==> src/rtl/capp_pkg.sv <==
// Shared types and index helpers for the CAPP associative search unit.
package capp_pkg;

  typedef enum logic [1:0] {
    StIdle,
    StSearch,
    StResolve
  } capp_state_e;

  function automatic int unsigned capp_idxw(input int unsigned words);
    return (words > 1) ? $clog2(words) : 1;
  endfunction

  // Match-line pair for comparand bit i: positive line drives a stored 1, negative a stored 0.
  function automatic int unsigned ml_pos(input int unsigned bit_idx);
    return 2 * bit_idx;
  endfunction

  function automatic int unsigned ml_neg(input int unsigned bit_idx);
    return 2 * bit_idx + 1;
  endfunction

endpackage

==> src/rtl/capp_priority_enc.sv <==
// Lowest-set-bit priority encoder over the tag vector.
module capp_priority_enc
  import capp_pkg::*;
#(
  parameter int unsigned WORDS = 16,
  parameter int unsigned IDXW  = capp_idxw(WORDS)
) (
  input  logic [WORDS-1:0] req_i,
  output logic [IDXW-1:0]  idx_o,
  output logic             nonzero_o
);

  // Scan downwards so the lowest set bit is the last assignment and wins.
  always_comb begin
    idx_o = '0;
    for (int i = int'(WORDS) - 1; i >= 0; i--) begin
      if (req_i[i]) idx_o = IDXW'(i);
    end
  end

  assign nonzero_o = |req_i;

endmodule

==> src/rtl/capp_search_unit.sv <==
// Associative search engine: masked parallel compare sets tags, responders drained lowest-first.
module capp_search_unit
  import capp_pkg::*;
#(
  parameter int unsigned WIDTH = 32,
  parameter int unsigned WORDS = 16,
  localparam int unsigned IDXW = capp_idxw(WORDS)
) (
  input  logic               clk,
  input  logic               rst_n,
  input  logic               wr_en,
  input  logic [IDXW-1:0]    wr_addr,
  input  logic [WIDTH-1:0]   wr_data,
  input  logic               cmd_valid,
  output logic               cmd_ready,
  input  logic [WIDTH-1:0]   cmd_comparand,
  input  logic [WIDTH-1:0]   cmd_mask,
  input  logic               cmd_accumulate,
  input  logic               rsp_flush,
  output logic [2*WIDTH-1:0] match_lines,
  output logic [WORDS-1:0]   tags,
  output logic               any_match,
  output logic               search_done,
  output logic               rsp_valid,
  input  logic               rsp_ready,
  output logic [IDXW-1:0]    rsp_index,
  output logic [WIDTH-1:0]   rsp_data
);

  capp_state_e        state_q, state_d;
  logic [WIDTH-1:0]   mem_q [WORDS];
  logic [WIDTH-1:0]   mem_d [WORDS];
  logic [WIDTH-1:0]   comparand_q, comparand_d;
  logic [WIDTH-1:0]   mask_q, mask_d;
  logic               acc_q, acc_d;
  logic [2*WIDTH-1:0] match_lines_q, match_lines_d;
  logic [WORDS-1:0]   tags_q, tags_d;
  logic               any_match_q, any_match_d;
  logic               search_done_q, search_done_d;

  logic [WORDS-1:0]   search_tags;
  logic [WORDS-1:0]   rsp_onehot;
  logic [WORDS-1:0]   tags_popped;
  logic [IDXW-1:0]    rsp_idx;
  logic               rsp_nz;
  logic               srch_idx_unused_nz;
  logic [IDXW-1:0]    srch_idx_unused;

  capp_priority_enc #(
    .WORDS (WORDS),
    .IDXW  (IDXW)
  ) u_rsp_enc (
    .req_i     (tags_q),
    .idx_o     (rsp_idx),
    .nonzero_o (rsp_nz)
  );

  capp_priority_enc #(
    .WORDS (WORDS),
    .IDXW  (IDXW)
  ) u_srch_enc (
    .req_i     (search_tags),
    .idx_o     (srch_idx_unused),
    .nonzero_o (srch_idx_unused_nz)
  );

  // Parallel compare against registered contents, so a coincident write is not seen.
  always_comb begin
    search_tags = '0;
    for (int k = 0; k < int'(WORDS); k++) begin
      search_tags[k] = (acc_q ? tags_q[k] : 1'b1) &
                       ~|((mem_q[k] ^ comparand_q) & mask_q);
    end
  end

  always_comb begin
    for (int k = 0; k < int'(WORDS); k++) begin
      mem_d[k] = (wr_en && (wr_addr == IDXW'(k))) ? wr_data : mem_q[k];
    end
  end

  always_comb begin
    rsp_onehot = '0;
    for (int k = 0; k < int'(WORDS); k++) begin
      rsp_onehot[k] = (rsp_idx == IDXW'(k));
    end
    tags_popped = tags_q & ~rsp_onehot;
  end

  always_comb begin
    state_d       = state_q;
    comparand_d   = comparand_q;
    mask_d        = mask_q;
    acc_d         = acc_q;
    match_lines_d = match_lines_q;
    tags_d        = tags_q;
    any_match_d   = any_match_q;
    search_done_d = 1'b0;
    unique case (state_q)
      StIdle: begin
        if (cmd_valid) begin
          comparand_d = cmd_comparand;
          mask_d      = cmd_mask;
          acc_d       = cmd_accumulate;
          for (int i = 0; i < int'(WIDTH); i++) begin
            match_lines_d[ml_pos(i)] = cmd_comparand[i] & cmd_mask[i];
            match_lines_d[ml_neg(i)] = ~cmd_comparand[i] & cmd_mask[i];
          end
          state_d = StSearch;
        end
      end
      StSearch: begin
        tags_d        = search_tags;
        search_done_d = 1'b1;
        any_match_d   = srch_idx_unused_nz;
        state_d       = srch_idx_unused_nz ? StResolve : StIdle;
      end
      StResolve: begin
        if (rsp_flush) begin
          tags_d  = '0;
          state_d = StIdle;
        end else if (rsp_ready) begin
          tags_d = tags_popped;
          if (~|tags_popped) state_d = StIdle;
        end
      end
      default: state_d = StIdle;
    endcase
  end

  always_ff @(posedge clk or negedge rst_n) begin
    if (!rst_n) begin
      state_q       <= StIdle;
      comparand_q   <= '0;
      mask_q        <= '0;
      acc_q         <= 1'b0;
      match_lines_q <= '0;
      tags_q        <= '0;
      any_match_q   <= 1'b0;
      search_done_q <= 1'b0;
      for (int k = 0; k < int'(WORDS); k++) mem_q[k] <= '0;
    end else begin
      state_q       <= state_d;
      comparand_q   <= comparand_d;
      mask_q        <= mask_d;
      acc_q         <= acc_d;
      match_lines_q <= match_lines_d;
      tags_q        <= tags_d;
      any_match_q   <= any_match_d;
      search_done_q <= search_done_d;
      for (int k = 0; k < int'(WORDS); k++) mem_q[k] <= mem_d[k];
    end
  end

  assign cmd_ready   = (state_q == StIdle);
  assign rsp_valid   = (state_q == StResolve) & rsp_nz;
  assign rsp_index   = rsp_idx;
  assign rsp_data    = mem_q[rsp_idx];
  assign match_lines = match_lines_q;
  assign tags        = tags_q;
  assign any_match   = any_match_q;
  assign search_done = search_done_q;

endmodule

==> config.mk <==
export PLATFORM = sky130hd
export DESIGN_NAME = capp_search_unit
export DESIGN_NICKNAME = d
export VERILOG_FILES = /design/src/rtl/capp_pkg.sv /design/src/rtl/capp_priority_enc.sv /design/src/rtl/capp_search_unit.sv
export SDC_FILE = /design/constraint.sdc
export NUM_CORES = 2
export LEC_CHECK = 0
export BUFFER_PORTS_ARGS = -buffer_cell sky130_fd_sc_hd__buf_4
export CAP_MARGIN = 0
export CORE_MARGIN = 2
export CORE_UTILIZATION = 50
export DETAILED_ROUTE_END_ITERATION = 8
export PLACE_DENSITY_LB_ADDON = 0.1
export SYNTH_ARGS = -nofsm -noshare
export SYNTH_HDL_FRONTEND = slang
export SYNTH_HIERARCHICAL = 1
export SYNTH_SLANG_ARGS = --single-unit
==> constraint.sdc <==
create_clock -name clk -period 3.37 [get_ports clk]
set_input_delay 0.674 -clock clk [delete_from_list [all_inputs] [get_ports clk]]
set_output_delay 0.674 -clock clk [all_outputs]
set_load 0.02 [all_outputs]
==> flow_metrics.tcl <==
set metrics [dict create \
    clkPwrFrac 0.191 \
    cpPeakStageDelay_ns 0.52 \
    hold_ws_ns 0.0646 \
    avgSynthCellArea_sq_um 12.0 \
    grt_pass1_vias 28300 \
    pwr-share-comb 0.517 \
    required_ns 2.70 \
    die_y_um 277 \
    final_cells 4389 \
    ys_warn_count 6 \
    io_pins 227 \
    power_uw 45900 \
    clk_latency_ns 0.64 \
    hold_viol_final 0 \
    clk_path_buf_depth 3 \
    placed_cells 4188 \
    clkTransAtPathRegs_ns 0.06 \
    cp-end-kind "output pin" \
    finalWorstSetupSlack_ns -0.733 \
    pwr_density_cell_nw_per_um2 1040 \
    drc 0 \
    tightest_slew_ns 1.02 \
    min_period_over_period 1.22 \
    core_sq_um 74200 \
    cp_common_cell "buf_12" \
    fin_crit_ns 4.10 \
    status "finished, violations left" \
    tns_ns -21.93 \
    wl_per_cell_um 32.9 \
    slew_violations 0 \
    worst_path_max_delay_cell "mux4_2" \
    cts.sink_count 661 \
    initial_core_util 0.503 \
    grt_overflow 0 \
    cap_violations 0 \
    fp-row-count 100 \
    p_sw_frac 0.441 \
    cts-root-buf "clkbuf_16" \
    power.internal_uw 25700 \
    hold_class "input pin to async pin" \
    vias_per_cell 6.40 \
    antenna_found_initial 13 \
    h-tree-depth 3 \
    setup_viol 33 \
    worstRegToRegCells 9 \
    drive_above_1_share 0.381 \
    grt_pass1_wl_mm 206 \
    antenna_left 0 \
    p_switching_uw 20200 \
    place_hpwl_mm 103 \
    regArea_sq_um 16500 \
    syn_nets 3203 \
    die_area_sq_um 76800 \
    violations "setup timing" \
    syn_area_sq_um 37300 \
    die_x_um 277 \
    multiInputGateArea_sq_um 19300 \
    grt_max_degree 135 \
    drtIter0Drc 2984 \
    first_pass_iters 8 \
    clock-skew-final_ns 0.0194 \
    worstSetupPathType "flop to output pin" \
    p_leak_uw 0.0200 \
    reg2reg_slack_ns -0.04 \
    wl_mm 144 \
    vias 28100 \
    startpoint_type "flop" \
    crit_chain "inv_2, a21oi_2, o311a_1, o22ai_4, buf_12, buf_8, buf_12, buf_12, mux4_2, mux4_2, buf_6" \
    path_max_fanout 8 \
    fin_nets 3457 \
    cts_buffers 75 \
    fmaxAchievable_mhz 244 \
    io_buffers 226 \
    slew_headroom 0.317 \
    rsz0062_at_grt "true" \
    p_seq_frac 0.292 \
    cts_tree "done" \
    peakVddDrop_mv 0.658 \
    worstPathArrival_ns 3.43 \
    grt_usage 0.373 \
    synthToLayoutAreaGrowth_pct 18.7 \
    fillers 6120 \
    synth_cells 3096 \
    gp_congestion 1.01 \
]
-- sequential cells by signal (all words and copies together), names as in the netlist --
signal and cells:
search_done 1, state_q 2, match_lines 64, any_match 1, mem_q 512, comparand_q 32
tags 16, acc_q 1, mask_q 32
-- worst paths after layout --
check                                       startpoint                          end
setup / recovery                  tags[14]$_DFFE_PN0P_                 rsp_data[12]
hold / removal                                   rst_n        mem_q[41]$_DFFE_PN0P_
setup reg to reg                mask_q[13]$_DFFE_PN0P_       state_q[1]$_DFFE_PN0P_
hold reg to reg            match_lines[26]$_DFFE_PN0P_  match_lines[26]$_DFFE_PN0P_
max in group asynchronous                        rst_n       mem_q[494]$_DFFE_PN0P_
min in group clk                          cmd_mask[18]       mask_q[18]$_DFFE_PN0P_
-- cells in the final DEF (no fill, tap or decap), types with 6 or more instances in the layout --
cell	count
clkinv_2	11
buf_6	42
a22oi_1	240
nor2_4	10
buf_16	6
dfrtp_1	658
nor2_1	40
mux2_1	12
clkbuf_8	21
nand2b_1	37
buf_4	359
nand2_1	336
clkbuf_1	13
o21ai_1	10
or4_1	17
xor2_1	512
diode_2	9
nor2b_1	19
a31oi_1	6
o31ai_1	17
mux4_2	160
buf_12	52
bufinv_16	7
nand3_1	52
mux2_2	501
a21oi_1	29
nand4_1	45
o21ai_0	40
clkbuf_16	81
-- per-layer routing --
metal,routed length (um),share of wire,track usage
met1,55300,0.38,0.472
met2,67200,0.47,0.586
met3,12300,0.085,0.0899
met4,9470,0.066,0.213
met5,135,0.00094,0.00625
-- per-stage QoR --
stage	utilization	worst slack, ns	cell area [sq um]
after floorplan	-	-0.00529	37400
final	0.597	-0.733	44300
after global routing	0.597	-0.780	44300
after global placement	0.549	-0.170	40800
after CTS	0.590	-0.768	43800
after detailed placement	0.549	-0.146	40800
-- area by class of cell --
type,count,share of cell area
Clock inverter,26,0.00794
Inverter,7,0.000622
Timing Repair Buffer,466,0.102
Antenna cell,9,0.000509
Clock buffer,112,0.0517
Sequential cell,661,0.374
Tap cell,969,0.0274
Multi-Input combinational cell,2139,0.436
-- worst max-delay path, delay by kind of cell (launching register included) --
family / cells / cell delay (ns)
AOI/OAI and AO/OA: 3 / 0.54
muxes: 2 / 1.02
buffers and inverters: 6 / 0.81
DFF: 1 / 0.42
-- power groups by stage --
stage                     registers [uW]  clock network [uW]  logic (uW)
after floorplan                    11800                   0       14000
after global placement             13400                   0       21500
after detailed placement           13400                   0       21800
after CTS                          13300                8830       22500
after global routing               13600                9150       24600
final                              13400                8760       23700
-- what timing repair did --
item,4_1_cts,5_1_grt
endpoints found under the setup margin,32,34
hold endpoints to repair,0,0
gates resized for setup,26,43
hold buffers,0,0
cloned,4,3
setup buffers,16,33
pin swaps,2,5
(Power assumes the default switching activity.)
